[config.mk]
export PLATFORM = sky130hd
export DESIGN_NAME = perspective_divide_flat
export DESIGN_NICKNAME = d
export VERILOG_FILES = /design/src/rtl/perspective_divide_if.sv /design/src/rtl/perspective_divide.sv /design/src/flat_wrapper.sv
export SDC_FILE = /design/constraint.sdc
export NUM_CORES = 1
export LEC_CHECK = 0
export BUFFER_PORTS_ARGS = -buffer_cell sky130_fd_sc_hd__buf_4
export CORE_MARGIN = 2
export CORE_UTILIZATION = 55
export DETAILED_ROUTE_END_ITERATION = 8
export HOLD_SLACK_MARGIN = 0.05
export PLACE_DENSITY = 0.82
export REMOVE_ABC_BUFFERS = 1
export SLEW_MARGIN = 20
export SYNTH_ARGS = -nofsm -noshare
export SYNTH_HDL_FRONTEND = slang
export SYNTH_SLANG_ARGS = --single-unit
[constraint.sdc]
create_clock -name clk -period 6.9 [get_ports clk]
set_clock_uncertainty 0.2 [all_clocks]
set_input_delay 1.38 -clock clk [delete_from_list [all_inputs] [get_ports clk]]
set_output_delay 1.38 -clock clk [all_outputs]
set_load 0.1 [all_outputs]
[src/rtl/perspective_divide_if.sv]
// rtl/perspective_divide_if.sv - vertex-in / result-out handshake bundle for perspective_divide
interface perspective_divide_if #(
  parameter int WIDTH = 16
);
  logic                  in_valid;
  logic                  in_ready;
  logic [3:0][WIDTH-1:0] in_vec;
  logic                  out_valid;
  logic                  out_ready;
  logic [2:0][WIDTH-1:0] out_vec;
  logic                  out_dz;

  modport slave (
    input  in_valid, in_vec, out_ready,
    output in_ready, out_valid, out_vec, out_dz
  );

  modport master (
    output in_valid, in_vec, out_ready,
    input  in_ready, out_valid, out_vec, out_dz
  );
endinterface

[src/rtl/perspective_divide.sv]
// rtl/perspective_divide.sv - x/w, y/w, z/w in signed fixed point via one shared restoring divider
module perspective_divide #(
  parameter int WIDTH = 16,
  parameter int FRAC  = 8
) (
  input logic                 clk,
  input logic                 rst,
  perspective_divide_if.slave bus
);
  localparam int MW = WIDTH + 1;
  localparam int QW = MW + FRAC;
  localparam int KW = $clog2(QW + 1);
  localparam logic [KW-1:0]    K_LAST = KW'(QW);
  localparam logic [WIDTH-1:0] POS_MAX = {1'b0, {(WIDTH-1){1'b1}}};
  localparam logic [WIDTH-1:0] NEG_MAX = {1'b1, {(WIDTH-1){1'b0}}};

  typedef enum logic [1:0] {IDLE, DIV, DONE} state_t;

  state_t                state_q, state_d;
  logic [1:0]            c_q, c_d;
  logic [KW-1:0]         k_q, k_d;
  logic [WIDTH-1:0]      rem_q, rem_d;
  logic [QW-1:0]         quo_q, quo_d;
  logic [3:0][WIDTH-1:0] vec_q, vec_d;
  logic [2:0][WIDTH-1:0] out_vec_q, out_vec_d;
  logic                  out_dz_q, out_dz_d;

  logic [MW-1:0]         trial;
  logic [MW-1:0]         divisor;

  // One extra magnitude bit so that the most negative input maps to a positive value.
  function automatic logic [MW-1:0] mag(input logic [WIDTH-1:0] v);
    logic [MW-1:0] s;
    s = {v[WIDTH-1], v};
    return v[WIDTH-1] ? -s : s;
  endfunction

  function automatic logic [WIDTH-1:0] sat_zero(input logic [WIDTH-1:0] v);
    if (v == '0)
      return '0;
    else if (v[WIDTH-1])
      return NEG_MAX;
    else
      return POS_MAX;
  endfunction

  function automatic logic [WIDTH-1:0] finalize(input logic [QW-1:0] q, input logic neg);
    logic [WIDTH-1:0] lo;
    lo = q[WIDTH-1:0];
    if (!neg)
      return (q > QW'(POS_MAX)) ? POS_MAX : lo;
    else
      return (q > QW'(NEG_MAX)) ? NEG_MAX : -lo;
  endfunction

  always_ff @(posedge clk or negedge rst) begin
    if (!rst) begin
      state_q   <= IDLE;
      c_q       <= '0;
      k_q       <= '0;
      rem_q     <= '0;
      quo_q     <= '0;
      vec_q     <= '0;
      out_vec_q <= '0;
      out_dz_q  <= 1'b0;
    end else begin
      state_q   <= state_d;
      c_q       <= c_d;
      k_q       <= k_d;
      rem_q     <= rem_d;
      quo_q     <= quo_d;
      vec_q     <= vec_d;
      out_vec_q <= out_vec_d;
      out_dz_q  <= out_dz_d;
    end
  end

  always_comb begin
    state_d   = state_q;
    c_d       = c_q;
    k_d       = k_q;
    rem_d     = rem_q;
    quo_d     = quo_q;
    vec_d     = vec_q;
    out_vec_d = out_vec_q;
    out_dz_d  = out_dz_q;
    trial     = {rem_q, quo_q[QW-1]};
    divisor   = mag(vec_q[3]);

    case (state_q)
      IDLE: begin
        if (bus.in_valid) begin
          vec_d = bus.in_vec;
          if (bus.in_vec[3] == '0) begin
            for (int i = 0; i < 3; i++)
              out_vec_d[i] = sat_zero(bus.in_vec[i]);
            out_dz_d = 1'b1;
            state_d  = DONE;
          end else begin
            out_dz_d = 1'b0;
            c_d      = '0;
            k_d      = '0;
            rem_d    = '0;
            quo_d    = {mag(bus.in_vec[0]), {FRAC{1'b0}}};
            state_d  = DIV;
          end
        end
      end
      DIV: begin
        if (k_q != K_LAST) begin
          // quo_q shifts the dividend out of its top while quotient bits enter at the bottom.
          if (trial >= divisor) begin
            rem_d = WIDTH'(trial - divisor);
            quo_d = {quo_q[QW-2:0], 1'b1};
          end else begin
            rem_d = trial[WIDTH-1:0];
            quo_d = {quo_q[QW-2:0], 1'b0};
          end
          k_d = k_q + 1'b1;
        end else begin
          out_vec_d[c_q] = finalize(quo_q, vec_q[c_q][WIDTH-1] ^ vec_q[3][WIDTH-1]);
          k_d   = '0;
          rem_d = '0;
          quo_d = {mag(vec_q[c_q + 2'd1]), {FRAC{1'b0}}};
          if (c_q == 2'd2)
            state_d = DONE;
          else
            c_d = c_q + 2'd1;
        end
      end
      DONE: begin
        if (bus.out_ready)
          state_d = IDLE;
      end
      default: state_d = IDLE;
    endcase
  end

  always_comb begin
    bus.in_ready  = (state_q == IDLE);
    bus.out_valid = (state_q == DONE);
    bus.out_vec   = out_vec_q;
    bus.out_dz    = out_dz_q;
  end
endmodule

[src/flat_wrapper.sv]
// flat-port wrapper written by rule: the top's interface ports become plain ports
module perspective_divide_flat 
#(
  parameter int WIDTH = 16,
  parameter int FRAC  = 8
)
  (clk, rst, bus_in_valid, bus_in_vec, bus_out_ready, bus_in_ready, bus_out_valid, bus_out_vec, bus_out_dz);
  perspective_divide_if #(.WIDTH(WIDTH)) bus_i ();
  input logic clk;
  input logic rst;
  input wire logic [$bits(bus_i.in_valid)-1:0] bus_in_valid;
  input wire logic [$bits(bus_i.in_vec)-1:0] bus_in_vec;
  input wire logic [$bits(bus_i.out_ready)-1:0] bus_out_ready;
  output wire logic [$bits(bus_i.in_ready)-1:0] bus_in_ready;
  output wire logic [$bits(bus_i.out_valid)-1:0] bus_out_valid;
  output wire logic [$bits(bus_i.out_vec)-1:0] bus_out_vec;
  output wire logic [$bits(bus_i.out_dz)-1:0] bus_out_dz;
  assign bus_i.in_valid = bus_in_valid;
  assign bus_i.in_vec = bus_in_vec;
  assign bus_i.out_ready = bus_out_ready;
  assign bus_in_ready = bus_i.in_ready;
  assign bus_out_valid = bus_i.out_valid;
  assign bus_out_vec = bus_i.out_vec;
  assign bus_out_dz = bus_i.out_dz;
  perspective_divide #(.WIDTH(WIDTH), .FRAC(FRAC)) u_core (.clk(clk), .rst(rst), .bus(bus_i));
endmodule
==> results of run 1 <==
==> per-stage QoR <==
stage	setup WS [ns]	util [%]
after detailed placement	2.27	62.1
after global placement	2.42	62.0
after global routing	2.23	65.7
final	2.43	65.7
after CTS	2.48	65.7
after floorplan	1.65	-
==> logic make-up (layout without fill, tap and decap cells) <==
logic type | Yosys count | count (layout)
xor gates and xnor gates | 51 | 51
buffers and inverters | 88 | 190
DFF | 163 | 163
other | 1 | 1
and+or+nand+nor | 456 | 456
adders and majority gates | 28 | 28
muxes | 46 | 46
AOI/OAI and AO/OA | 271 | 271
==> power by group <==
part | internal, mW | leakage, nW | switching [mW]
Sequential | 1.39 | 1.97 | 0.440
Clock | 0.582 | 0.300 | 0.431
Combinational | 1.47 | 2.82 | 2.64
Total | 3.44 | 5.09 | 3.52
==> sequential cells by signal (all words and copies together) (netlist names) <==
| signal | flops |
|---|---|
| u_core.bus.out_dz | 1 |
| u_core.quo_q | 25 |
| u_core.vec_q | 64 |
| u_core.c_q | 2 |
| u_core.state_q | 2 |
| u_core.bus.out_vec | 48 |
| u_core.rem_q | 16 |
| u_core.k_q | 5 |
==> final cells by class <==
type | count | share of cell area (%)
Clock buffer | 18 | 3.80
Clock inverter | 14 | 1.68
Inverter | 30 | 0.997
Multi-Input combinational cell | 853 | 46.4
Sequential cell | 163 | 36.1
Tap cell | 225 | 2.49
Timing Repair Buffer | 128 | 8.54
==> per-layer routing <==
layer | part of all wire, % | wire (um) | track usage, %
met4 | 3.5 | 974 | 12.0
met3 | 8.8 | 2470 | 7.01
met1 | 41 | 11400 | 42.6
met5 | 0 | 0 | 0
met2 | 47 | 13100 | 48.7
==> Yosys cell counts, drive strengths merged, types with 15 or more instances <==
master    n
mux4     15
nor2     78
ha       27
o21ai    74
inv      29
a31oi    15
a21oi    67
nor4     17
xor2     29
dfrtp   163
clkbuf   48
o22ai    20
mux2i    29
xnor2    22
nand2   273
o21a     16
==> worst paths after layout <==
kind | from | slack [ns] | to | cells past startpoint
min | u_core.vec_q[45] | 0.28 | u_core.vec_q[45] | 2
max reg2reg | u_core.vec_q[50] | 2.43 | u_core.rem_q[9] | 14
min reg2reg | u_core.vec_q[45] | 0.28 | u_core.vec_q[45] | 2
min in group asynchronous | rst | 0.82 | u_core.rem_q[9] | 1
max | u_core.vec_q[50] | 2.43 | u_core.rem_q[9] | 14
max in group asynchronous | rst | 4.33 | u_core.vec_q[19] | 2
==> critical path, cell delays in order (launching register included) <==
cell	delay, ns
dfrtp_1	0.47
or3_1	0.44
or3_1	0.36
or3_1	0.37
o31ai_1	0.26
xor2_1	0.25
ha_1	0.33
o21a_1	0.20
a21bo_2	0.19
a21oi_1	0.09
nand4bb_1	0.23
a221oi_2	0.24
buf_4	0.33
mux2i_1	0.27
o21ai_1	0.09
==> results.json, run 1 <==
{
  "run_status": "completed",
  "relSlewSlack_pct": 22.2,
  "synth_xor_area_share_pct": 4.64,
  "hold_viol": 0,
  "io_pins": 119,
  "dieArea_mm2": 0.0186,
  "synth_compound_area_share_pct": 17.9,
  "via_per_inst": 6.33,
  "finalInstanceArea_mm2": 0.0113,
  "cts_setup_buffers": 0,
  "slew_viol_final": 0,
  "vias": 9053,
  "p_total_mw": 6.95,
  "core_mm2": 0.0172,
  "synth_warnings": 0,
  "drt-total-wl_um": 28000,
  "place.gp.congestion": 0.921,
  "syn_area_mm2": 0.00962,
  "wire_per_inst_um": 19.6,
  "synth-edff-count": 0,
  "cts_tree": "built",
  "synth_top_family_by_area": "simple AND/OR/NAND/NOR gates",
  "drt_iter0_markers": 1053,
  "async_reset_ff_share_pct": 100,
  "fillers": 1396,
  "die_w_um": 136,
  "route.detailed.drc": 0,
  "worst_slew_pin_slew_ns": 1.17,
  "p_per_area_mw_per_mm2": 616,
  "synthAdderAreaFrac_pct": 3.72,
  "grt_pass1_vias": 8427,
  "drive_above_1_share_pct": 15.9,
  "ys_seq_area_share_pct": 42.4,
  "yosysTopAreaCell": "dfrtp_1",
  "rsz0062_at_grt": "no",
  "placement.io_buffers": 118,
  "synth_top_area_share_pct": 42.4,
  "num_antenna_cells": 0,
  "place_area_mm2": 0.0107,
  "grt.total_usage_pct": 31.2,
  "finalSetupTns_ns": 0,
  "peakVddDrop_mv": 0.401,
  "ys_ff_latch": 163,
  "dp.cells": 1399,
  "synthToLayoutAreaGrowth_pct": 17.4,
  "clk_latency_ns": 0.44,
  "final_net_count": 1289,
  "regArea_mm2": 0.00408,
  "layout_common_cells": "nand2_1, dfrtp_1, buf_4",
  "initial_core_util_pct": 56.0,
  "chipHeight_um": 136,
  "grt_pass1_wl_um": 44700,
  "rows": 48,
  "clock_sinks": 163,
  "syn-mean-instance-area_um2": 8.71,
  "syn_inst": 1104,
  "cp_max_fo": 18,
  "yosys_most_used_dff": "dfrtp_1",
  "setup_viol": 0,
  "max_freq_ghz": 0.224,
  "clk_pin_slew_worst_paths_ns": 0.07,
  "endpoint_kind": "register",
  "htree_levels": 4,
  "gr-total-overflow": 0,
  "synthTopCellsByArea": "dfrtp_1, nand2_1, ha_1, mux4_2, a21oi_1",
  "critPathArrivalTime_ns": 4.56,
  "muxShareOfSynthArea_pct": 6.80,
  "hold_class": "register to register",
  "ant_nets": 0,
  "multi_input_area_mm2": 0.00524,
  "critical_path_required_ns": 6.99,
  "drtPass1Iterations": 5,
  "cts_hold_buf": 0,
  "cap_violations": 0,
  "p_leak_nw": 5.09,
  "cp-start-kind": "register",
  "synth-simple-area-share_pct": 20.9,
  "hpwl_um": 19900,
  "grt_max_degree": 101,
  "period_minus_slack_ns": 4.47,
  "antenna_found_initial": 0,
  "clk_path_buf_depth": 2,
  "crit_type": "register to register",
  "cts_resized": 0,
  "final_common_cell": "nand2_1",
  "fin_crit_sh_pct": 64.8,
  "synth_cell_types": 73,
  "numCtsBuffers": 17,
  "cts_root_buf": "clkbuf_16",
  "layout.cells.non_filler": 1431,
  "hold_ws_ns": 0.276
}
(Power assumes the default switching activity.)
==> run 2: changes to the inputs <==
ABC_AREA = 1   (was unset)
CORE_UTILIZATION = 54   (was 55)
PLACE_DENSITY = 0.83   (was 0.82)
clock period = 4.1 ns   (was 6.9 ns; I/O delays follow)
==> run 2 against run 1 <==
Effect of this change: synthesized cell count increased by 33%; utilization shrank 2.4 points; largest cell class unchanged; highest routed layer unchanged; register-to-register slack worse by 2.0 ns; sequential share of layout area decreased by 2.8 points; final cell count grew 29%; critical endpoint unchanged; hold slack lost 0.083 ns; fmax increased by 22%; non-clock buffer count up 5.
==> results.json, run 2 <==
{
  "rows": 51,
  "antenna_found_initial": 0,
  "hold_viol": 0,
  "ys_ff_latch": 163,
  "placement.io_buffers": 118,
  "grt.total_usage_pct": 30.1,
  "grt_pass1_vias": 9875,
  "vias": 10300,
  "slew_viol_final": 0,
  "io_pins": 119,
  "ant_nets": 0,
  "relSlewSlack_pct": 27.1,
  "chipHeight_um": 144,
  "dieArea_mm2": 0.0207,
  "layout_common_cells": "nand2_1, dfrtp_1, inv_1",
  "drtPass1Iterations": 6,
  "numCtsBuffers": 17,
  "largest_reg_flops": 64,
  "hold_ws_ns": 0.192,
  "syn-mean-instance-area_um2": 7.22,
  "initial_core_util_pct": 54.7,
  "rsz0062_at_grt": "no",
  "ys_seq_area_share_pct": 38.6,
  "grt_pass1_wl_um": 49100,
  "yosys_most_used_dff": "dfrtp_1",
  "crit_type": "register to register",
  "clock_sinks": 163,
  "worst_slew_pin_slew_ns": 1.09,
  "layout.cells.non_filler": 1839,
  "cp_max_fo": 17,
  "fin_crit_sh_pct": 89.4,
  "dp.cells": 1807,
  "yosysMostFrequentCell": "nand2_1",
  "synth_warnings": 0,
  "drive_above_1_share_pct": 14.3,
  "cts_tree": "built",
  "gr-total-overflow": 0,
  "num_antenna_cells": 0,
  "die_w_um": 144,
  "clk_latency_ns": 0.44,
  "route.detailed.drc": 0,
  "cts_setup_buffers": 0,
  "hold_class": "primary input to async pin",
  "critical_path_required_ns": 4.28,
  "run_status": "completed",
  "max_freq_ghz": 0.273,
  "final_net_count": 1657,
  "place.gp.congestion": 0.953,
  "cp-start-kind": "register",
  "cts_hold_buf": 0,
  "cts_resized": 0,
  "setup_viol": 0,
  "synth_top_area_share_pct": 38.6,
  "hpwl_um": 21800,
  "regMostFlops": "u_core.vec_q",
  "cts_root_buf": "clkbuf_16",
  "async_reset_ff_share_pct": 100,
  "synthTopCellsByCount": "nand2_1, dfrtp_1, inv_1",
  "synthTopCellsByArea": "dfrtp_1, nand2_1, nand3_1, inv_1, nor2_1",
  "grt_max_degree": 100,
  "clk_path_buf_depth": 2,
  "syn_area_mm2": 0.0106,
  "endpoint_kind": "register",
  "synth_cell_types": 50,
  "synth-edff-count": 0,
  "drt_iter0_markers": 917,
  "period_minus_slack_ns": 3.67,
  "yosysTopAreaCell": "dfrtp_1",
  "drt-total-wl_um": 29800,
  "core_mm2": 0.0193,
  "syn_inst": 1465,
  "htree_levels": 4,
  "final_common_cell": "nand2_1",
  "fillers": 1712,
  "cap_violations": 0,
  "critPathArrivalTime_ns": 3.84,
  "clk_pin_slew_worst_paths_ns": 0.07,
  "via_per_inst": 5.59,
  "synthToLayoutAreaGrowth_pct": 15.9,
  "wire_per_inst_um": 16.2
}
run 2: changes by cell type in the layout (fill, tap and decap cells not counted), moves of 14 or more:
| cell | previous run | this run |
|---|---|---|
| mux2i_1 | 28 | 0 |
| nor2_1 | 76 | 125 |
| o21ai_1 | 30 | 3 |
| nand3_1 | 10 | 158 |
| a21boi_1 | 1 | 26 |
| nand2_1 | 271 | 405 |
| mux2_2 | 2 | 21 |
| mux4_2 | 15 | 0 |
| inv_1 | 29 | 161 |
| o21a_1 | 16 | 2 |
| o21ai_0 | 42 | 70 |
| nand3b_1 | 4 | 24 |
run 2: kinds of logic after synthesis:
| logic type | share of synthesized area (%) |
|---|---|
| xor+xnor | 2.90 |
| buf+inv | 8.93 |
| fa+ha+maj | 3.38 |
| mux | 2.24 |
| compound gates | 11.2 |
| flops | 38.6 |
| simple gates | 32.7 |
| other cells | 0.0355 |
run 2: routing by layer:
metal | GRT usage (%) | routed length [um]
met4 | 9.03 | 581
met5 | 0 | 0
met3 | 4.73 | 1710
met2 | 49.4 | 14400
met1 | 41.1 | 13100
run 2: worst paths after layout:
| path | startpoint | to | slack [ns] | cells past startpoint |
|---|---|---|---|---|
| max in group asynchronous | rst | u_core.bus.out_vec[31] | 2.58 | 2 |
| max reg2reg | u_core.vec_q[48] | u_core.rem_q[9] | 0.43 | 19 |
| min | rst | u_core.vec_q[59] | 0.19 | 1 |
| min reg2reg | u_core.vec_q[10] | u_core.vec_q[10] | 0.29 | 2 |
| max | u_core.vec_q[48] | u_core.rem_q[9] | 0.43 | 19 |
| min in group clk | u_core.vec_q[10] | u_core.vec_q[10] | 0.29 | 2 |
run 2: per-stage QoR:
stage | setup WS (ns) | cell area [um2] | setup TNS (ns) | utilization, %
3_3_place_gp | 0.581 | 11600 | 0 | 60.1
2_1_floorplan | -0.681 | 10300 | -35.43 | -
3_5_place_dp | 0.503 | 11600 | 0 | 60.1
5_1_grt | 0.105 | 12300 | 0 | 63.4
6_report | 0.433 | 12300 | 0 | 63.4
4_1_cts | 0.460 | 12200 | 0 | 63.3
run 2: cell type report:
class / count / area [um2] / area share, %
Clock inverter: 14 / 194 / 1.58
Clock buffer: 18 / 429 / 3.50
Timing Repair Buffer: 133 / 1000 / 8.18
Inverter: 172 / 648 / 5.29
Tap cell: 265 / 332 / 2.71
Sequential cell: 163 / 4080 / 33.3
Multi-Input combinational cell: 1074 / 5570 / 45.5
run 2: worst max-delay path, cell delays in order (launching register included):
cell	delay [ns]
dfrtp_1	0.42
inv_1	0.12
ha_1	0.16
inv_1	0.05
nor3_1	0.20
nand2_1	0.13
o21ai_0	0.37
nand2_1	0.11
xor2_1	0.14
inv_1	0.05
ha_1	0.32
a21oi_1	0.20
o21ai_0	0.11
a21oi_1	0.18
nand2_1	0.11
nand2_2	0.29
nand2_4	0.20
nand2_1	0.11
nand3_1	0.07
nand2_1	0.07
Power of run 2 is not shown: default switching activity piles up to over one toggle a cycle in this logic, so the estimate is an artifact.
==> run 3: changes to the inputs <==
REMOVE_ABC_BUFFERS = unset   (was 1)
==> run 3 against run 2 <==
Effect of this change: setup slack improved by 0.14 ns; sequential cell count unchanged; global-route usage increased by 0.64 points; critical path depth did not move; final area is 0.19% lower; die area unchanged; highest routed layer unchanged.
==> results.json, run 3 (synthesis gave the netlist of run 2 again) <==
{
  "hold_ws_ns": 0.191,
  "final_common_cell": "nand2_1",
  "fin_crit_sh_pct": 86.1,
  "ff2ff_path_depth": 19,
  "largest_reg_flops": 64,
  "hpwl_um": 22400,
  "relSlewSlack_pct": 26.9,
  "period_minus_slack_ns": 3.53,
  "crit_type": "register to register",
  "regMostFlops": "u_core.vec_q",
  "fillers": 1667,
  "cp-start-kind": "register",
  "wire_per_inst_um": 16.7,
  "cts_setup_buffers": 0,
  "io_pins": 119,
  "clk_pin_slew_worst_paths_ns": 0.08,
  "max_freq_ghz": 0.283,
  "drtPass1Iterations": 5,
  "grt_max_degree": 72,
  "route.detailed.drc": 0,
  "grt_pass1_wl_um": 49600,
  "drt_iter0_markers": 1169,
  "cp_max_fo": 17,
  "dieArea_mm2": 0.0207,
  "place_area_mm2": 0.0116,
  "gr-total-overflow": 0,
  "cap_violations": 0,
  "vias": 10400,
  "layout_common_cells": "nand2_1, dfrtp_1, inv_1",
  "syn_nets": 1561,
  "clk_path_buf_depth": 2,
  "hold_viol": 0,
  "r2r_slack_ns": 0.57,
  "rows": 51,
  "drive_above_1_share_pct": 14.4,
  "die_w_um": 144,
  "synthToLayoutAreaGrowth_pct": 15.7,
  "ant_nets": 0,
  "place.gp.congestion": 0.977,
  "setup_viol": 0,
  "cts_tree": "built",
  "clk_latency_ns": 0.45,
  "antenna_found_initial": 0,
  "placement.io_buffers": 118,
  "finalSetupTns_ns": 0,
  "core_mm2": 0.0193,
  "critical_path_required_ns": 4.28,
  "via_per_inst": 5.65,
  "critPathArrivalTime_ns": 3.71,
  "worst_slew_pin_slew_ns": 1.09,
  "r2r-end": "u_core.rem_q[3]",
  "hold_class": "primary input to async pin",
  "num_antenna_cells": 0,
  "htree_levels": 4,
  "numCtsBuffers": 17,
  "final_net_count": 1657,
  "chipHeight_um": 144,
  "run_status": "completed",
  "initial_core_util_pct": 54.7,
  "slew_viol_final": 0,
  "cts_root_buf": "clkbuf_16",
  "endpoint_kind": "register",
  "grt.total_usage_pct": 30.7,
  "finalInstanceArea_mm2": 0.0122,
  "grt_pass1_vias": 9837,
  "clock_sinks": 163,
  "rsz0062_at_grt": "no",
  "drt-total-wl_um": 30700,
  "rr_startpoint": "u_core.vec_q[48]"
}
## run 3: worst max-delay path by stage
stage                                  from               end  slack, ns  cells past startpoint
final                      u_core.vec_q[48]   u_core.rem_q[3]       0.57                     19
after global routing       u_core.vec_q[48]   u_core.rem_q[1]       0.13                     19
after CTS                  u_core.vec_q[48]   u_core.rem_q[3]       0.48                     19
after detailed placement   u_core.vec_q[48]  u_core.rem_q[14]       0.52                     19
after global placement     u_core.vec_q[48]  u_core.rem_q[14]       0.62                     19
after floorplan           u_core.state_q[1]  u_core.vec_q[58]       0.91                      6
## run 3: layer usage
| layer | vias up | wire length, um | track usage [%] |
|---|---|---|---|
| li1 | 4959 | - | - |
| met1 | 4901 | 12900 | 41.6 |
| met2 | 444 | 14300 | 48.5 |
| met3 | 88 | 2210 | 6.00 |
| met4 | 0 | 1170 | 12.5 |
| met5 | - | 0 | 0 |
## run 3: through the flow
stage          setup WS, ns  util, %  cells
4_1_cts               0.475     63.2   1839
2_1_floorplan         0.911        -   1465
5_1_grt               0.134     63.3   1839
6_report              0.569     63.3   1839
3_3_place_gp          0.618     60.2   1807
3_5_place_dp          0.516     60.2   1807
## run 3: final cells by class
type / instances / area [um2] / area share (%)
clock buffers: 17 / 425 / 3.48
clock inverters: 15 / 164 / 1.34
inverters: 172 / 648 / 5.30
multi-input cells: 1074 / 5570 / 45.5
flip-flops and latches: 163 / 4080 / 33.3
well taps: 265 / 332 / 2.71
repair buffers: 133 / 1010 / 8.29
## run 3: critical path, cell delays in order, from the launching register on
cell and delay (ns):
dfrtp_1 0.42, inv_1 0.10, ha_1 0.14, inv_1 0.05
nor3_1 0.19, nand2_1 0.12, o21ai_1 0.26, nand2_1 0.10
xor2_1 0.13, inv_1 0.05, ha_1 0.32, a21oi_1 0.20
o21ai_0 0.12, a21oi_1 0.17, nand2_1 0.10, nand2_2 0.30
nand2_4 0.20, nand2_1 0.11, nand3_1 0.07, nand2_1 0.08
## run 3: what timing repair did
item | 4_1_cts | 5_1_grt
setup endpoints to repair | 0 | 1
hold buffers | 0 | 0
hold endpoints to repair | 0 | 0
gates resized for setup | 0 | 1
Power of run 3 is left out for the same reason.
